==> config.mk <==
export PLATFORM = sky130hd
export DESIGN_NAME = sevenseg_scan_decoder
export DESIGN_NICKNAME = d
export VERILOG_FILES = /design/src/rtl/sevenseg_scan_decoder.sv
export SDC_FILE = /design/constraint.sdc
export NUM_CORES = 1
export LEC_CHECK = 0
export CAP_MARGIN = 10
export CORE_UTILIZATION = 35
export DETAILED_ROUTE_END_ITERATION = 16
export PLACE_DENSITY_LB_ADDON = 0.1
export SKIP_CTS_REPAIR_TIMING = 1
export SYNTH_ARGS = -nofsm -noshare
export SYNTH_HDL_FRONTEND = slang
export SYNTH_SLANG_ARGS = --single-unit
==> constraint.sdc <==
create_clock -name clk -period 2.8 [get_ports clk]
set_input_delay 0.42 -clock clk [delete_from_list [all_inputs] [get_ports clk]]
set_output_delay 0.42 -clock clk [all_outputs]
set_load 0.01 [all_outputs]
==> src/rtl/sevenseg_scan_decoder.sv <==
// rtl/sevenseg_scan_decoder.sv - 7-segment scan bus reader: debounce, decode, frame assembly
module sevenseg_scan_decoder #(
    parameter int DIGITS = 4,
    parameter int STABLE = 3
) (
    input  logic                  clk,
    input  logic                  rst,
    input  logic [6:0]            segments,
    input  logic [DIGITS-1:0]     digit_sel,
    output logic [4*DIGITS-1:0]   out_data,
    output logic                  out_valid,
    input  logic                  out_ready,
    output logic                  out_err,
    output logic                  overrun
);

    typedef enum logic {IDLE, COLLECT} state_t;

    localparam logic [3:0] STABLE_M1 = 4'(STABLE - 1);

    state_t                state;
    logic [6:0]            seg_r;
    logic [DIGITS-1:0]     sel_r;
    logic [3:0]            cnt;
    logic [DIGITS-1:0]     seen;
    logic                  ferr;
    logic [4*DIGITS-1:0]   slots;

    logic [4:0]            dec;
    logic                  onehot;
    logic                  capture;
    logic                  complete;
    logic                  out_free;
    logic [DIGITS-1:0]     seen_n;
    logic                  ferr_n;
    logic [4*DIGITS-1:0]   slots_n;

    // Returns {invalid, code}.
    function automatic logic [4:0] decode(input logic [6:0] s);
        case (s)
            7'h7E:   decode = 5'h00;
            7'h30:   decode = 5'h01;
            7'h6D:   decode = 5'h02;
            7'h79:   decode = 5'h03;
            7'h33:   decode = 5'h04;
            7'h5B:   decode = 5'h05;
            7'h5F:   decode = 5'h06;
            7'h70:   decode = 5'h07;
            7'h7F:   decode = 5'h08;
            7'h7B:   decode = 5'h09;
            7'h00:   decode = 5'h0F;
            default: decode = 5'h1E;
        endcase
    endfunction

    // cnt is kept aligned with the registered sample: it is the run length of
    // the sample currently held in seg_r/sel_r, minus one.
    always_ff @(posedge clk or posedge rst) begin
        if (rst) begin
            seg_r <= '0;
            sel_r <= '0;
            cnt   <= '0;
        end else begin
            seg_r <= segments;
            sel_r <= digit_sel;
            if ({digit_sel, segments} == {sel_r, seg_r}) begin
                if (cnt != 4'hF)
                    cnt <= cnt + 4'd1;
            end else begin
                cnt <= '0;
            end
        end
    end

    always_comb begin
        dec      = decode(seg_r);
        onehot   = (sel_r != '0) && ((sel_r & (sel_r - DIGITS'(1))) == '0);
        capture  = (cnt == STABLE_M1) && onehot && ((seen & sel_r) == '0);
        seen_n   = seen | (capture ? sel_r : '0);
        ferr_n   = ferr | (capture & dec[4]);
        slots_n  = slots;
        for (int i = 0; i < DIGITS; i++) begin
            if (capture && sel_r[i])
                slots_n[4*i +: 4] = dec[3:0];
        end
        complete = capture && (&seen_n);
        out_free = !out_valid || out_ready;
    end

    // Completion is resolved on the edge of the final capture so the frame
    // reaches out_data without an extra pipeline stage.
    always_ff @(posedge clk or posedge rst) begin
        if (rst) begin
            state     <= IDLE;
            seen      <= '0;
            ferr      <= 1'b0;
            slots     <= '0;
            out_data  <= '0;
            out_valid <= 1'b0;
            out_err   <= 1'b0;
            overrun   <= 1'b0;
        end else begin
            overrun <= 1'b0;
            slots   <= slots_n;
            if (out_valid && out_ready)
                out_valid <= 1'b0;
            if (complete) begin
                if (out_free) begin
                    out_data  <= slots_n;
                    out_valid <= 1'b1;
                    out_err   <= ferr_n;
                end else begin
                    overrun <= 1'b1;
                end
                seen  <= '0;
                ferr  <= 1'b0;
                state <= IDLE;
            end else begin
                seen <= seen_n;
                ferr <= ferr_n;
                case (state)
                    IDLE:    if (capture) state <= COLLECT;
                    COLLECT: state <= COLLECT;
                    default: state <= IDLE;
                endcase
            end
        end
    end

endmodule

[Word level (Yosys, flattened, before mapping)]
Index checks and enable logic that the tools add are counted.
Word-level totals
  bits in registers: 55
  bits in latches: 0
  memory bits (writable): 0
  ROM bits: 0
  output and inout port bits: 19
  word-level logic and storage cells: 63
  memories kept: 0
Cells by class
  add/subtract/negate cells: 2
  multiply operators: 0
  divide/modulo/power cells: 0
  order comparisons: 0
  equality and inequality tests: 14
  shift operators: 0
  multiplexer cells: 15
  bitwise logic cells: 5
  reduce and logical (&&, ||, !) cells: 17
Operator list (count)
  $eq A7 B7 Y1 const B: 8
  $pmux W5 S11: 1
  $mux W4: 8
  $eq A7 B6 Y1 const B: 2
  $eq A11 B11 Y1: 1
  $logic_and A1 B1 Y1: 9
  $and A4 B4 Y4: 2
  $logic_not A4 Y1: 2
  $logic_not A7 Y1: 1
  $mux W1: 6
  $add A4 B1 Y4 const B: 1
  $eq A4 B2 Y1 const B: 1
  $ne A4 B4 Y1 const B: 1
  $or A4 B4 Y4: 1
  $reduce_and A4 Y1: 1
  $reduce_bool A4 Y1: 1
  $sub A4 B1 Y4 const B: 1
  $ne A2 B1 Y1 const B: 1
  $reduce_and A2 Y1: 1
  $and A1 B1 Y1: 1
  $logic_not A1 Y1: 1
  $logic_or A1 B1 Y1: 1
  $or A1 B1 Y1: 1

[Depth between registers and ports, before layout]
Gate-level depths: netlist of run 1.
  word-level depth: 11
  gate-level depth with buffers: 9
  mapped depth without buffers: 7

[Least setup slack after synthesis of run 1]
OpenSTA, ideal clock, no wires.
  kind: register -> register
  from: reg cnt[0]
  to: reg out_data[4]
  data arrival time: 2175 ps
  required time: 2675 ps
  setup slack: 500 ps
  stages on the path, launching flop included: 10
  buffers on the path: 2
  period minus slack after synthesis: 2300 ps
  cell sequence: dfrtp_1 -> inv_1 -> ha_1 -> or3b_1 -> a221oi_2 -> buf_4 -> and3_1 -> buf_4 -> mux2_1 -> mux2_4
Between the ends
  elaborated cells between the ends (all ways): 10
  classes of those cells: 1 x eq/ne; 2 x mux; 1 x bitwise; 6 x reduce/logical
RTL lines
  from (decl): line 24  | logic [3:0] cnt;
  from (signal assigned): line 68  | cnt <= cnt + 4'd1;
  $eq A4 B2 Y1: line 78  | capture = (cnt == STABLE_M1) && onehot && ((seen & sel_r) == '0);
  $logic_and A1 B1 Y1 (2 in a row): line 78
  $logic_and A1 B1 Y1: line 83  | if (capture && sel_r[i])
  $mux W4: line 83
  net slots_n[4]: line 36  | logic [4*DIGITS-1:0] slots_n;
  to (signal assigned): line 109  | out_data <= slots_n;
  to (decl): line 10  | output logic [4*DIGITS-1:0] out_data,
The timed path passes the listed nets, and every way through them passes these cells.
A chain may end at the register's enable or synchronous reset.

[Final worst setup path of run 1]
  from: reg sel_r[3]
  to: reg out_data[8]
Between the ends
  elaborated cells between the ends (all ways): 16
  classes of those cells: 1 x add/sub; 2 x mux; 3 x bitwise; 10 x reduce/logical
RTL lines
  from (decl): line 23  | logic [DIGITS-1:0] sel_r;
  from (signal assigned): line 65  | sel_r <= digit_sel;
  $sub A4 B1 Y4: line 77  | onehot = (sel_r != '0) && ((sel_r & (sel_r - DIGITS'(1))) == '0);
  $and A4 B4 Y4: line 77
  $logic_not A4 Y1: line 77
  $logic_and A1 B1 Y1: line 77
  $logic_and A1 B1 Y1: line 78
  $logic_and A1 B1 Y1 (*): line 78
  $logic_and A1 B1 Y1 (*): line 83
  $mux W4 (*): line 83
  net slots_n[8]: line 36
Mark *: on every way through the listed nets, which the timed path passes. The rest lies on a longest branch.

==> impl_metrics.csv, run 1 <==
group,metric,value,unit
timing,relSlewSlack,0.6172,
final_layout,layout_commonest_cell,"dfrtp_1",
placement,dp_hpwl,3547,µm
global_routing,antenna_found_initial,0,
final_layout,area_growth,18.80,%
setup_path,worst-r2r-cell-count,5,
min_path,hp-class,"input pin to asynchronous set/reset pin",
logic_synthesis,synth_top_flop_cell,"dfrtp_1",
timing,finalHoldViolCount,0,
pwr,total_power,1.371,mW
setup_path,r2r-end,"out_data[8]$_DFFE_PP0P_",
clocking,cts_buffer_depth,2,
setup_path,worstPathArrival,2.74,ns
setup_path,path_max_fanout,11,
route,dr_total_vias,1634,
route,drt-pass1-iter-count,4,
placement,place_area,2947,µm²
timing,max_freq,393.9,MHz
run_status,outcome,"completed",
pwr,ir_drop,0.1855,mV
final_layout,layout_common_cells,"55 x dfrtp_1, 32 x clkdlybuf4s50_1, 11 x mux2_4, 11 x xor2_1, 10 x nor2_1",
clocking,clk_pin_slew,0.11,ns
timing,fin_crit_sh,0.9068,
setup_path,worst_path_max_delay_cell,"or4b_4",
setup_path,worstSetupEndpointType,"register",
logic_synthesis,syn_nets,215,
global_routing,grt_first_pass_wirelength,8438,µm
setup_path,start_kind,"register",
final_layout,final_area,3044,µm²
placement,dpl_worst_slack,0.2980,ns
timing,finalClockSkew,0.009943,ns
clocking,cts_tree,"built",
floorplanning,core_area,6944,µm²
timing,setup_tns,0,ns
global_routing,overflow,0,
floorplanning,io_pins,33,
setup_path,path_class,"register to register",
logic_synthesis,ys_warn_count,0,
route,drt.antenna.violating_nets,0,
timing,tightest_slew,0.5734,ns
logic_synthesis,synth_edf_count,0,
logic_synthesis,synth_area_per_cell,12.88,µm²
setup_path,crit_top_cell,"mux2_1",
route,finalWirelength,5003,µm
timing,setup_viol,0,
placement,placedCellCount,317,
setup_path,crit_path_max_incr_delay,0.61,ns
clocking,htree_levels,2,
pwr,power_density,450.2,nW/µm²
logic_synthesis,netlist_instances,199,
timing,worst_slack,0.2610,ns
placement,place.port_buffers,32,
final_layout,multiInputGateArea,1087,µm²
final_layout,ff_latch_area,1376,µm²
floorplanning,dieArea,7668,µm²
logic_synthesis,yosysSeqAreaShare,0.5371,
floorplanning,fp.dieW,87.57,µm
final_layout,fin_cells,325,
route,first_iter_violations,82,
timing,fin_crit,2.539,ns
setup_path,cp.required,3.00,ns
clocking,numCtsBuffers,5,
floorplanning,rows,30,
job,max-cap-violations,0,
setup_path,r2r_setup_slack,0.26,ns
timing,fin_hold_ws,0.4742,ns
setup_path,r2r_start,"sel_r[3]$_DFF_PP0_",
setup_path,crit_chain,"or4b_4 -> a31oi_4 -> and2_1 -> mux2_1 -> mux2_1",
timing,rsz0062_at_grt,"no",
clocking,root_buffer,"clkbuf_8",
global_routing,grt_pass1_vias,1640,
timing,drv_slew,0,
logic_synthesis,ys_ff_latch,55,
final_layout,diodes,0,
clocking,clk_latency,0.31,ns
final_layout,n_fill_cell,657,
route,avgRoutedWirePerCell,15.39,µm
pwr,power.leakage,1.355,nW
global_routing,track_usage,0.1446,
logic_synthesis,syn_area,2562,µm²
final_layout,fin_nets,244,
route,drt-vias-per-instance,5.028,
placement,finalWeightedCongestion,0.7462,
global_routing,grt_max_degree,31,
clocking,cts_sinks,55,
final_layout,drive_above_1_share,0.1834,
floorplanning,initial_core_util,0.3690,
logic_synthesis,synth_cell_type_count,51,
route,drc,0,
floorplanning,die_y,87.57,µm
logic_synthesis,async_reset_ff_frac,1.000,
final_layout,utilization,0.4384,
worst max path at each step:
stage / startpoint / slack (ns) / end / cells after the start
5_1_grt: sel_r[1]$_DFF_PP0_ / 0.16 / out_data[4]$_DFFE_PP0P_ / 5
3_3_place_gp: sel_r[1]$_DFF_PP0_ / 0.31 / out_data[8]$_DFFE_PP0P_ / 5
2_1_floorplan: cnt[0]$_DFFE_PP0P_ / 0.50 / out_data[4]$_DFFE_PP0P_ / 9
6_report: sel_r[3]$_DFF_PP0_ / 0.26 / out_data[8]$_DFFE_PP0P_ / 5
3_5_place_dp: sel_r[3]$_DFF_PP0_ / 0.30 / out_data[8]$_DFFE_PP0P_ / 5
4_1_cts: sel_r[3]$_DFF_PP0_ / 0.28 / out_data[8]$_DFFE_PP0P_ / 5
cell usage after synthesis (3+ instances only):
library cell | count | area [µm²]
dfrtp_1 | 55 | 1376
mux2_4 | 11 | 165.2
xor2_1 | 11 | 96.34
nor2_1 | 10 | 37.54
a21oi_1 | 9 | 45.04
a31oi_1 | 9 | 56.30
mux2_1 | 7 | 78.83
nand3_1 | 7 | 35.03
mux2_2 | 6 | 67.56
buf_4 | 5 | 37.54
o21a_1 | 5 | 37.54
clkbuf_1 | 4 | 15.01
nand2_1 | 4 | 15.01
nor3_1 | 4 | 20.02
buf_6 | 3 | 33.78
nor4b_1 | 3 | 26.28
where the power goes:
group          switching (mW)  total [mW]  internal [mW]
clock network           0.275       0.461          0.186
registers              0.0193       0.821          0.802
logic                  0.0457      0.0887         0.0430
total                   0.340        1.37           1.03
cells by family after synthesis:
| family | Yosys count | synth area share |
|---|---|---|
| AOI/OAI and AO/OA | 38 | 0.1162 |
| xor gates and xnor gates | 13 | 0.04443 |
| adders and majority gates | 2 | 0.009764 |
| buffers and inverters | 15 | 0.03857 |
| DFF | 55 | 0.5371 |
| muxes | 24 | 0.1216 |
| and+or+nand+nor | 52 | 0.1323 |
cell type report:
type                    count  share of cell area
clock inverters             3            0.009453
inverters                   2            0.002466
clock buffers               5             0.02261
multi-input cells         129              0.3572
well taps                  96             0.03946
flip-flops and latches     55              0.4521
repair buffers             35              0.1167
sequential cells by signal (all words and copies together) (netlist names):
| name | flops |
|---|---|
| out_data | 16 |
| slots | 16 |
| seg_r | 7 |
| cnt | 4 |
| seen | 4 |
| sel_r | 4 |
| ferr | 1 |
| out_err | 1 |
| out_valid | 1 |
| overrun | 1 |
layer usage:
| metal | up-vias | GRT usage | share of wire |
|---|---|---|---|
| met5 | - | 0 | 0 |
| met4 | 0 | 0.04024 | 0.0058 |
| met3 | 2 | 0.03393 | 0.041 |
| met2 | 36 | 0.2074 | 0.43 |
| met1 | 813 | 0.2177 | 0.52 |
| li1 | 783 | - | - |
critical path: cells and delay by family, from the launching register on:
| family | cells | cell delay, ns |
|---|---|---|
| compound gates | 1 | 0.31 |
| flops | 1 | 0.52 |
| mux | 2 | 0.65 |
| simple gates | 2 | 0.94 |
No activity file was read; power rests on OpenSTA's default activity.
==> run 2, diff against run 1 <==
==> constraint.sdc (replaced) <==
create_clock -name clk -period 2.3 [get_ports clk]
set_input_delay 0.345 -clock clk [delete_from_list [all_inputs] [get_ports clk]]
set_output_delay 0.345 -clock clk [all_outputs]
set_load 0.01 [all_outputs]
==> run 2 against run 1 <==
  * Critical path depth stayed put
  * Combinational power up 53%
  * Die area unchanged
  * Flip-flop and latch count is the same
  * Sequential share of layout area decreased by 3.2 points
  * Largest cell class unchanged
  * Largest power group unchanged
==> impl_metrics.csv, run 2 (synthesis results as in run 1) <==
group,metric,value,unit
global_routing,grt_pass1_vias,1744,
setup_path,r2r_start,"sel_r[2]$_DFF_PP0_",
timing,fin_crit,2.267,ns
global_routing,track_usage,0.1506,
route,avgRoutedWirePerCell,15.07,µm
pwr,ir_drop,0.2052,mV
floorplanning,rows,30,
placement,dp_hpwl,3682,µm
final_layout,layout_common_cells,"53 x dfrtp_1, 32 x clkdlybuf4s50_1, 28 x buf_4",
timing,max_freq,441.0,MHz
global_routing,grt_util_met2,0.2251,
setup_path,start_kind,"register",
clocking,numCtsBuffers,5,
run_status,outcome,"completed",
timing,relSlewSlack,0.6802,
timing,rsz0062_at_grt,"yes",
global_routing,met3_usage,0.03959,
job,max-cap-violations,0,
global_routing,busiest_layer,"met2",
placement,placedCellCount,337,
timing,fin_crit_sh,0.9858,
route,drt-vias-per-instance,4.972,
setup_path,r2r_setup_slack,0.03,ns
floorplanning,initial_core_util,0.3690,
clocking,clk_latency,0.31,ns
setup_path,crit_chain,"or4b_4 -> a31oi_4 -> and3_4 -> mux2_2 -> mux2_4",
setup_path,crit_path_start,"sel_r[2]$_DFF_PP0_",
clocking,root_buffer,"clkbuf_8",
floorplanning,fp.dieW,87.57,µm
timing,tightest_slew,0.4790,ns
global_routing,overflow,0,
clocking,clk_pin_slew,0.11,ns
final_layout,fin_nets,271,
clocking,cts_tree,"built",
route,dr_total_vias,1750,
floorplanning,dieArea,7668,µm²
global_routing,grt_max_degree,36,
final_layout,drive_above_1_share,0.3086,
timing,finalClockSkew,0.01302,ns
timing,setup_viol,0,
setup_path,worst_path_max_delay_cell,"or4b_4",
timing,finalHoldViolCount,0,
pwr,power_density,510.7,nW/µm²
setup_path,cp.required,2.51,ns
final_layout,layout_commonest_cell,"dfrtp_1",
clocking,htree_levels,2,
global_routing,antenna_found_initial,0,
timing,drv_slew,0,
floorplanning,die_y,87.57,µm
setup_path,path_max_fanout,6,
final_layout,reg_top3,"out_data (16), slots (16), seg_r (7)",
placement,place.port_buffers,32,
global_routing,met1_usage,0.2133,
setup_path,path_class,"register to register",
setup_path,worstPathArrival,2.48,ns
route,drt-pass1-iter-count,4,
floorplanning,io_pins,33,
setup_path,worstSetupEndpointType,"register",
pwr,power.leakage,1.495,nW
placement,finalWeightedCongestion,0.7790,
route,first_iter_violations,97,
global_routing,grt_first_pass_wirelength,8659,µm
setup_path,cp_num_buf_inv,0,
clocking,cts_buffer_depth,2,
min_path,hp-class,"input pin to asynchronous set/reset pin",
setup_path,worst_path_dominant_cell_family,"simple AND/OR/NAND/NOR gates",
route,finalWirelength,5305,µm
route,drc,0,
timing,worst_slack,0.03266,ns
final_layout,area_growth,28.13,%
setup_path,crit_path_max_incr_delay,0.57,ns
final_layout,diodes,0,
clocking,cts_sinks,55,
route,drt.antenna.violating_nets,0,
final_layout,fin_cells,352,
placement,dpl_worst_slack,-0.04528,ns
floorplanning,core_area,6944,µm²
## run 2: cell count changes in the layout (fill, tap and decap cells not counted), sizes merged
cell	before	now
inv	3	2
clkinvlp	0	1
buf	3	30
## run 2: layout make-up
type                    count  area [µm²]
fillers                   659        3661
flip-flops and latches     55        1379
multi-input cells         129        1112
repair buffers             62       570.5
well taps                  96       120.1
clock buffers               5       68.82
clock inverters             3       25.02
inverters                   2       7.507
## run 2: final timing paths
check,end,cells after the start
setup / recovery,out_data[12]$_DFFE_PP0P_,5
hold / removal,out_data[6]$_DFFE_PP0P_,2
setup reg to reg,out_data[12]$_DFFE_PP0P_,5
hold reg to reg,slots[8]$_DFF_PP0_,1
max in group asynchronous,sel_r[1]$_DFF_PP0_,3
min in group clk,slots[8]$_DFF_PP0_,1
## run 2: where the power goes
group	internal (mW)	switching [mW]	total (mW)
Combinational	0.0675	0.0680	0.136
Clock	0.218	0.331	0.549
Sequential	0.976	0.0155	0.992
## run 2: worst register-to-register path: stages (launching register included)
cell	delay (ns)
dfrtp_2	0.45
or4b_4	0.57
a31oi_4	0.28
and3_4	0.26
mux2_2	0.35
mux2_4	0.26
## run 2: layer usage
layer  part of all wire  vias to the layer above  wire, µm
met1               0.51                      880      2705
met5                  0                        -         0
met2               0.44                       32      2334
met3              0.037                        7       195
met4              0.013                        0        69
li1                   -                      831         -
## run 2: metrics by stage
stage | power [mW] | setup TNS, ns | hold WS (ns) | area [µm²] | util
3_5_place_dp | 1.142 | -0.05583 | 0.4724 | 3109 | 0.4477
2_1_floorplan | 1.081 | 0 | 0.3764 | 2562 | -
4_1_cts | 1.702 | -0.1230 | 0.3668 | 3203 | 0.4613
5_1_grt | 1.757 | -0.03311 | 0.3949 | 3283 | 0.4728
3_3_place_gp | 1.142 | 0 | 0.4632 | 3109 | 0.4477
6_report | 1.677 | 0 | 0.3536 | 3283 | 0.4728
